File: src/rtl/aurora_tx_arbiter.sv
// rtl/aurora_tx_arbiter.sv - packet-level round-robin arbiter onto one Aurora TX AXI-Stream port
//
// Shares a single Aurora 64B/66B framing TX stream between NUM_SRC packet
// sources. A grant is held from the first beat to tlast, so packets never
// interleave. New grants need channel_up; a packet caught in flight when the
// channel drops is drained from its source and discarded whole.
//
// Ports:
//   user_clk, user_rst_n   Aurora user clock, asynchronous active-low reset
//   channel_up             Aurora channel status (user_clk domain)
//   s_tdata/tkeep/tlast/tvalid/tready
//                          NUM_SRC packed source streams, source i at slice i
//   m_tdata/tkeep/tlast/tvalid/tready
//                          stream to Aurora s_axi_tx_*
//   grant_id               current or most recently granted source
//   busy                   high while sending or flushing
//   pkt_cnt, drop_cnt      saturating forwarded / flushed packet counters

module aurora_tx_arbiter #(
  parameter int NUM_SRC = 4,
  parameter int CNT_W   = 16
) (
  input  logic                   user_clk,
  input  logic                   user_rst_n,
  input  logic                   channel_up,
  input  logic [NUM_SRC*64-1:0]  s_tdata,
  input  logic [NUM_SRC*8-1:0]   s_tkeep,
  input  logic [NUM_SRC-1:0]     s_tlast,
  input  logic [NUM_SRC-1:0]     s_tvalid,
  output logic [NUM_SRC-1:0]     s_tready,
  output logic [63:0]            m_tdata,
  output logic [7:0]             m_tkeep,
  output logic                   m_tlast,
  output logic                   m_tvalid,
  input  logic                   m_tready,
  output logic [2:0]             grant_id,
  output logic                   busy,
  output logic [CNT_W-1:0]       pkt_cnt,
  output logic [CNT_W-1:0]       drop_cnt
);

  localparam logic [1:0] ST_IDLE  = 2'd0;
  localparam logic [1:0] ST_SEND  = 2'd1;
  localparam logic [1:0] ST_FLUSH = 2'd2;

  localparam logic [2:0]       LAST_IDX = 3'(NUM_SRC - 1);
  localparam logic [3:0]       SRC_CNT  = 4'(NUM_SRC);
  localparam logic [CNT_W-1:0] CNT_MAX  = {CNT_W{1'b1}};

  logic [1:0]         state;
  logic [2:0]         last_grant;

  logic [NUM_SRC-1:0] grant_onehot;
  logic [63:0]        sel_data;
  logic [7:0]         sel_keep;
  logic               sel_last;
  logic               sel_valid;

  logic [NUM_SRC-1:0] arb_req;
  logic [NUM_SRC-1:0] rr_rot;
  logic [3:0]         rr_start;
  logic [3:0]         rr_off;
  logic [3:0]         rr_sum;
  logic [2:0]         rr_pick;
  logic               arb_any;

  logic               last_beat;
  logic               flush_end;

  // Source selected by the current grant.
  always_comb begin
    grant_onehot = '0;
    sel_data     = '0;
    sel_keep     = '0;
    sel_last     = 1'b0;
    sel_valid    = 1'b0;
    for (int i = 0; i < NUM_SRC; i++) begin
      if (grant_id == 3'(i)) begin
        grant_onehot[i] = 1'b1;
        sel_data        = s_tdata[i*64 +: 64];
        sel_keep        = s_tkeep[i*8 +: 8];
        sel_last        = s_tlast[i];
        sel_valid       = s_tvalid[i];
      end
    end
  end

  // Round-robin pick. The request vector is rotated so that last_grant+1
  // lands at bit 0; the lowest set bit of the rotated vector is the winner,
  // and adding the rotation back gives the source index.
  // While sending, the granted source's valid belongs to the beat being
  // consumed, so it is masked out of the back-to-back re-arbitration.
  always_comb begin
    arb_req = s_tvalid;
    if (state == ST_SEND) begin
      arb_req = s_tvalid & ~grant_onehot;
    end
    rr_start = (last_grant == LAST_IDX) ? 4'd0 : ({1'b0, last_grant} + 4'd1);
    rr_rot   = NUM_SRC'({arb_req, arb_req} >> rr_start);
    rr_off   = 4'd0;
    for (int j = NUM_SRC - 1; j >= 0; j--) begin
      if (rr_rot[j]) begin
        rr_off = 4'(j);
      end
    end
    rr_sum  = rr_start + rr_off;
    rr_pick = (rr_sum >= SRC_CNT) ? 3'(rr_sum - SRC_CNT) : rr_sum[2:0];
    arb_any = |arb_req;
  end

  // Datapath is purely combinational: zero added latency, and the granted
  // source sees Aurora's tready directly.
  always_comb begin
    m_tdata  = sel_data;
    m_tkeep  = sel_keep;
    m_tlast  = (state == ST_SEND) && sel_last;
    m_tvalid = (state == ST_SEND) && sel_valid;
    s_tready = '0;
    if (state == ST_SEND) begin
      s_tready = grant_onehot & {NUM_SRC{m_tready}};
    end else if (state == ST_FLUSH) begin
      // Drain the rest of the partial packet regardless of the link.
      s_tready = grant_onehot;
    end
  end

  assign busy      = (state != ST_IDLE);
  assign last_beat = (state == ST_SEND) && sel_valid && m_tready && sel_last;
  assign flush_end = (state == ST_FLUSH) && sel_valid && sel_last;

  always_ff @(posedge user_clk or negedge user_rst_n) begin
    if (!user_rst_n) begin
      state      <= ST_IDLE;
      grant_id   <= 3'd0;
      last_grant <= LAST_IDX;
      pkt_cnt    <= '0;
      drop_cnt   <= '0;
    end else begin
      case (state)
        ST_IDLE: begin
          if (channel_up && arb_any) begin
            grant_id   <= rr_pick;
            last_grant <= rr_pick;
            state      <= ST_SEND;
          end
        end

        ST_SEND: begin
          // A completed last beat wins over a channel drop in the same
          // cycle: the packet has fully left, so it counts as forwarded.
          if (last_beat) begin
            if (pkt_cnt != CNT_MAX) begin
              pkt_cnt <= pkt_cnt + 1'b1;
            end
            if (channel_up && arb_any) begin
              grant_id   <= rr_pick;
              last_grant <= rr_pick;
            end else begin
              state <= ST_IDLE;
            end
          end else if (!channel_up) begin
            state <= ST_FLUSH;
          end
        end

        ST_FLUSH: begin
          // channel_up coming back is ignored; the packet is discarded whole.
          if (flush_end) begin
            if (drop_cnt != CNT_MAX) begin
              drop_cnt <= drop_cnt + 1'b1;
            end
            state <= ST_IDLE;
          end
        end

        default: begin
          state <= ST_IDLE;
        end
      endcase
    end
  end

endmodule

File: config.mk
export PLATFORM = sky130hd
export DESIGN_NAME = aurora_tx_arbiter
export DESIGN_NICKNAME = d
export VERILOG_FILES = /design/src/rtl/aurora_tx_arbiter.sv
export SDC_FILE = /design/constraint.sdc
export NUM_CORES = 1
export LEC_CHECK = 0
export CAP_MARGIN = 10
export CORE_AREA = 2 2 159 161
export CTS_BUF_LIST = sky130_fd_sc_hd__clkbuf_8
export DETAILED_ROUTE_END_ITERATION = 12
export DIE_AREA = 0 0 161 163
export GPL_ROUTABILITY_DRIVEN = 0
export PLACE_DENSITY = 0.53
export SYNTH_ARGS = -nofsm -noshare
export SYNTH_HDL_FRONTEND = slang
export SYNTH_SLANG_ARGS = --single-unit
File: constraint.sdc
create_clock -name user_clk -period 3.6 [get_ports user_clk]
set_input_delay 0.36 -clock user_clk [delete_from_list [all_inputs] [get_ports user_clk]]
set_output_delay 0.36 -clock user_clk [all_outputs]
set_load 0.005 [all_outputs]
==> impl_metrics.toml, run 1 <==
[sta]
timing.final.hold_violations = 0
fin_crit_sh_pct = 95.90
period_minus_slack_ns = 3.452
setup_violations = 0
holdWs_ns = 0.1873
slew_violations = 0
grt_setup_unrepaired = "false"
slew_headroom_pct = 40.19
fin_setup_tns_ns = 0
fmax_ghz = 0.2897
worst_pin_slew_ns = 0.8972
finClkSkew_ns = 0.007519

[run_status]
status = "finished clean"

[flow_run]
max_cap_viol_count = 0

[synth]
synth_top_flop_cell = "dfrtp_1"
synth_most_common_cell = "nor2b_1"
synthesis.nets = 704
synth_top_area_share_pct = 37.21
yosysSeqAreaShare_pct = 21.55
avgSynthCellArea_um2 = 11.38
synth_edf_count = 0
netlist_area_um2 = 4539
ys_top_cells_by_count = "nor2b_1 (78), mux4_2 (75), dfrtp_1 (37)"
ys_seq_elements = 39
synth_top_cell_by_area = "mux4_2"
yosysWarnings = 0
ys_types = 56
async_flop_share_pct = 100.0
netlist_instances = 399
netlist_top_cells_area = "mux4_2 (37%), dfrtp_1 (20%), nor2b_1 (11%)"

[drt]
routed-via-count = 4969
ant_nets = 0
drtIter0Drc = 279
viasPerCell = 4.401
wl_per_cell_um = 20.26
totalWireLength_um = 22880
dr.pass1.iters = 4
drc = 0

[clocking]
clkLatencyLatePin_ns = 0.30
clock_path_buffers = 2
cts_tree = "done"
cts_made_buffers = 5
cts_resized = 0
htreeDepth = 2
root_buffer = "clkbuf_8"
clk_pin_slew_ns = 0.08
postCtsHoldBufs = 0
postCtsSetupBuffers = 0
clock-sinks = 39

[cells_and_area]
final_cell_count_no_fill = 1129
fin_nets = 1099
area_delta_synth_final_pct = 101.2
fin_area_um2 = 9135
multi_input_area_um2 = 3381
num-fill-cells = 2502
post-route-util_pct = 37.02
drive_gt1_share_pct = 14.34
seqCellArea_um2 = 987.2

[pwr]
p_leak_nw = 3.283
ir_drop_v = 0.0002817
p_per_area_nw_per_um2 = 557.8

[floorplanning]
die_w_um = 161
rows = 58
initial_utilization_pct = 18.40
num_io_pins = 414
die_y_um = 163
coreArea_um2 = 24670
die_area_um2 = 26240

[global_route]
grt_pass1_vias = 5266
met1_usage_pct = 20.34
grt_pass1_wl_um = 33310
grt-ovfl-total = 0
met2_usage_pct = 29.05
gr-usage-all-layers_pct = 16.78
grt_use_met3_pct = 5.577
grt_max_degree = 41
grt_antenna_before_repair = 6
top_usage_layer = "met2"

[placed_design]
port_buffers = 413
dp_cells = 1117
dpl-instance-area_um2 = 8992
place_hpwl_um = 19170

[worst_setup_path]
r2r-end = "grant_id[2]"
cp.arrival_ns = 3.69
crit_type = "flop to flop"
r2r_slack_ns = 0.15
cp-start-kind = "flop"
critPathSlowestCell = "o31ai_1"
critPathMaxStageDelay_ns = 0.61
r2r_cells = 11
reg2reg_from = "grant_id[0]"
worstPathMaxFanout = 10
cp.required_ns = 3.84
end_kind = "flop"
path_cells = "nand2b_1 -> o31ai_1 -> mux4_2 -> nand2_2 -> a21o_1 -> or2_1 -> fa_1 -> nor4b_1 -> nand2_1 -> o211ai_1 -> o21a_1"

[min_path]
hp-class = "input port to asynchronous set/reset pin"
## area by class of cell
| type | count | share of cell area (%) |
|---|---|---|
| inverter | 6 | 0.2465 |
| timing repair buffer | 421 | 45.86 |
| antenna | 4 | 0.1096 |
| tap | 330 | 4.520 |
| clock inverter | 3 | 0.6985 |
| sequential | 39 | 10.81 |
| multi-input combinational | 321 | 37.01 |
| clock buffer | 5 | 0.7533 |
## layout by cell type (no fill, tap or decap), drive strengths merged, types with 4 or more instances in the layout
cell           count
nand3             17
nor3               7
inv                7
clkbuf             5
nor2              17
dfrtp             37
nand2             20
xor2               5
mux4              75
mux2i              4
ha                 4
xnor2             25
and3               7
nor2b             78
clkdlybuf4s50    412
o21ai              6
nand4             10
buf                9
diode              4
or2                4
## stage by stage
| step | setup slack, ns | total power (W) |
|---|---|---|
| detailed placement | 0.2509 | 0.004682 |
| finish | 0.1476 | 0.005095 |
| global placement | 0.2897 | 0.004733 |
| floorplan | 0.4462 | 0.002850 |
| CTS | 0.1877 | 0.005173 |
| global route | 0.002736 | 0.005477 |
## worst max path at each step
stage                  endpoint     startpoint  slack (ns)  cells past startpoint
floorplan           grant_id[2]  last_grant[0]        0.45                     13
global placement    grant_id[2]    grant_id[0]        0.29                     11
detailed placement  grant_id[2]    grant_id[0]        0.25                     11
CTS                 grant_id[2]    grant_id[0]        0.19                     11
global route        grant_id[2]    grant_id[0]       0.003                     11
finish              grant_id[2]    grant_id[0]        0.15                     11
## critical path: cells and delay by family (launching register included)
family                   cells  cell delay, ns
flip-flops                   1            0.54
AO/OA/AOI/OAI                4            1.10
AND/OR/NAND/NOR              5            0.93
adder cells (fa/ha/maj)      1            0.40
multiplexers                 1            0.44
## power breakdown
group          leakage, nW  switching [W]  internal, W
clock network       0.0696       0.000162     0.000274
registers            0.509       0.000103     0.000523
logic                 2.70        0.00164      0.00239
## flip-flops by register name, summed over array words and instances (netlist names)
name        cells
state           2
last_grant      2
drop_cnt       16
grant_id        3
pkt_cnt        16
## metal layers
metal	routed length, µm	up-vias	share of wire [%]
li1	-	2315	-
met1	8931	2405	39
met2	11520	217	50
met3	1997	26	8.7
met4	395	6	1.7
met5	35	-	0.15
## cell families after synthesis
kind of cell,share of synthesized area (%)
muxes,38.84
xor gates and xnor gates,5.788
and+or+nand+nor,22.69
buffers and inverters,3.969
DFF,21.55
AOI/OAI and AO/OA,5.623
adders and majority gates,1.544
Note: power is estimated with default switching activity, not from simulation.
==> run 2, diff against run 1 <==
--- a/config.mk
+++ b/config.mk
@@ -6,12 +6,12 @@
 export NUM_CORES = 1
 export LEC_CHECK = 0
 export CAP_MARGIN = 10
-export CORE_AREA = 2 2 159 161
+export CORE_AREA = 2 2 162 164
 export CTS_BUF_LIST = sky130_fd_sc_hd__clkbuf_8
 export DETAILED_ROUTE_END_ITERATION = 12
-export DIE_AREA = 0 0 161 163
+export DIE_AREA = 0 0 164 166
 export GPL_ROUTABILITY_DRIVEN = 0
-export PLACE_DENSITY = 0.53
+export PLACE_DENSITY = 0.62
 export SYNTH_ARGS = -nofsm -noshare
 export SYNTH_HDL_FRONTEND = slang
 export SYNTH_SLANG_ARGS = --single-unit
==> constraint.sdc (replaced) <==
create_clock -name user_clk -period 3.1 [get_ports user_clk]
set_input_delay 0.31 -clock user_clk [delete_from_list [all_inputs] [get_ports user_clk]]
set_output_delay 0.31 -clock user_clk [all_outputs]
set_load 0.02 [all_outputs]
==> run 2 against run 1 <==
Against the previous run:
- combinational power up 43%
- first-iteration DRC count fell by 19%
- maximum frequency rose by 17%
- sequential power rose by 12%
- utilization shrank 0.44 points
- critical endpoint unchanged
- non-clock buffer count rose by 19
- cell count grew 2.0%
- die area grew 3.7%
- highest routed layer unchanged
- critical path type unchanged
- critical path depth grew 2
- power grew 36%
- clock power rose by 14%
==> impl_metrics.toml, run 2 (synthesis gave the netlist of run 1 again) <==
[run_status]
status = "finished clean"

[flow_run]
max_cap_viol_count = 0

[cells_and_area]
top_regs = "drop_cnt: 16 flops, pkt_cnt: 16 flops, grant_id: 3 flops"
final_cell_mix = "clkdlybuf4s50_1 (413), nor2b_1 (77), mux4_2 (75), dfrtp_1 (34)"
drive_gt1_share_pct = 16.95
mostFrequentLayoutCell = "clkdlybuf4s50_1"
num-fill-cells = 2546
area_delta_synth_final_pct = 106.4
fin_nets = 1118
final_cell_count_no_fill = 1152

[drt]
routed-via-count = 5150
totalWireLength_um = 24030
wl_per_cell_um = 20.86
drtIter0Drc = 226
ant_nets = 0
viasPerCell = 4.470
dr.pass1.iters = 6
drc = 0

[pwr]
switching_power_w = 0.003022
p_per_area_nw_per_um2 = 741.9
power_frac_clock_pct = 7.2
internal_power_w = 0.003930
power_frac_seq_pct = 10.1
comb_power_share_pct = 82.8
ir_drop_v = 0.0003970
p_leak_nw = 3.389
switching_share_pct = 43.46

[worst_setup_path]
cp-start-kind = "flop"
critPathSlowestCell = "dfrtp_4"
r2r_cells = 13
cp.arrival_ns = 3.14
r2r_slack_ns = 0.14
crit_type = "flop to flop"
path_cells = "or3b_4 -> o31a_1 -> nor3_2 -> o21ai_1 -> a21o_1 -> or2_1 -> fa_2 -> buf_4 -> nand2_1 -> nor2_1 -> a21oi_1 -> o211ai_1 -> o21a_1"
end_kind = "flop"
cp.required_ns = 3.28
r2r-end = "grant_id[2]"
critPathMaxStageDelay_ns = 0.48
critPathCapture = "grant_id[2]"
worstPathMaxFanout = 7
reg2reg_from = "grant_id[2]"
startpoint = "grant_id[2]"

[clocking]
clkLatencyLatePin_ns = 0.29
postCtsHoldBufs = 0
cts_made_buffers = 5
clock_path_buffers = 2
clock-sinks = 39
cts_tree = "done"
root_buffer = "clkbuf_8"
htreeDepth = 2
clk_pin_slew_ns = 0.08

[floorplanning]
rows = 59
die_y_um = 166
die_w_um = 164
num_io_pins = 414
coreArea_um2 = 25620
initial_utilization_pct = 17.72
die_area_um2 = 27220

[global_route]
grt-ovfl-total = 0
grt_pass1_vias = 5514
grt_pass1_wl_um = 35100
grt_max_degree = 44
gr-usage-all-layers_pct = 17.21
grt_antenna_before_repair = 10

[sta]
finClkSkew_ns = 0.002465
fin_crit_sh_pct = 95.52
slew_headroom_pct = 59.81
timing.final.hold_violations = 0
period_minus_slack_ns = 2.961
fmax_ghz = 0.3377
holdWs_ns = 0.4612
slew_violations = 0
setup_violations = 0
worst_pin_slew_ns = 0.6029

[placed_design]
place_hpwl_um = 20370
dp_cells = 1140
port_buffers = 413

[min_path]
hp-class = "input port to asynchronous set/reset pin"
==> run 2: cell type report <==
class / count / area, µm² / share of cell area [%]
Clock inverter: 3 / 63.81 / 0.6810
Tap cell: 335 / 419.2 / 4.473
Sequential cell: 39 / 989.7 / 10.56
Antenna cell: 3 / 7.507 / 0.08012
Clock buffer: 5 / 68.82 / 0.7344
Inverter: 6 / 22.52 / 0.2404
Multi-Input combinational cell: 321 / 3437 / 36.68
Timing Repair Buffer: 440 / 4362 / 46.55
==> run 2: per-stage QoR <==
step / total power [W] / setup slack (ns) / utilization (%) / cell area [µm²] / TNS, ns
after detailed placement: 0.006410 / 0.03639 / 35.80 / 9171 / 0
after global routing: 0.007413 / -0.003410 / 36.58 / 9370 / -0.003410
final: 0.006952 / 0.1389 / 36.58 / 9370 / 0
after global placement: 0.006424 / 0.06548 / 35.80 / 9171 / 0
after CTS: 0.006978 / 0.01183 / 36.38 / 9320 / 0
after floorplan: 0.004008 / 0.04400 / - / 4546 / 0
==> run 2: how the worst min path moves through the flow <==
stage | slack, ns | endpoint | from
final | 0.46 | pkt_cnt[4] | user_rst_n
after global placement | 0.48 | drop_cnt[9] | drop_cnt[9]
after global routing | 0.51 | pkt_cnt[4] | user_rst_n
after floorplan | 0.01 | drop_cnt[0] | user_rst_n
after detailed placement | 0.48 | pkt_cnt[10] | pkt_cnt[10]
after CTS | 0.47 | pkt_cnt[4] | user_rst_n
==> run 2: what timing repair did <==
action	in CTS	in global routing
buffers inserted	0	1
gates cloned	0	0
endpoints found under the setup margin	1	1
gates resized for setup	2	8
pin swaps	0	5
==> run 2: per-layer routing <==
metal  part of all wire (%)  up-vias  track usage (%)  wire (µm)
met1                     39     2512            20.40       9387
met2                     49      242            29.17      11760
met3                     10       32            7.193       2391
li1                       -     2352                -          -
met5                   0.32        -                0         78
met4                    1.7       12            3.318        415
==> run 2: power by group through the flow <==
stage	combinational (W)	clock [W]	sequential (W)
2_1_floorplan	0.00328	0	0.000731
3_3_place_gp	0.00572	0	0.000705
3_5_place_dp	0.00570	0	0.000711
4_1_cts	0.00576	0.000515	0.000701
5_1_grt	0.00617	0.000532	0.000716
6_report	0.00575	0.000498	0.000699
==> run 2: critical path, delay by kind of cell (launching register included) <==
kind	cells	cell delay, ns
fa+ha+maj	1	0.36
flops	1	0.48
compound gates	6	0.96
buf+inv	1	0.15
simple gates	5	0.92
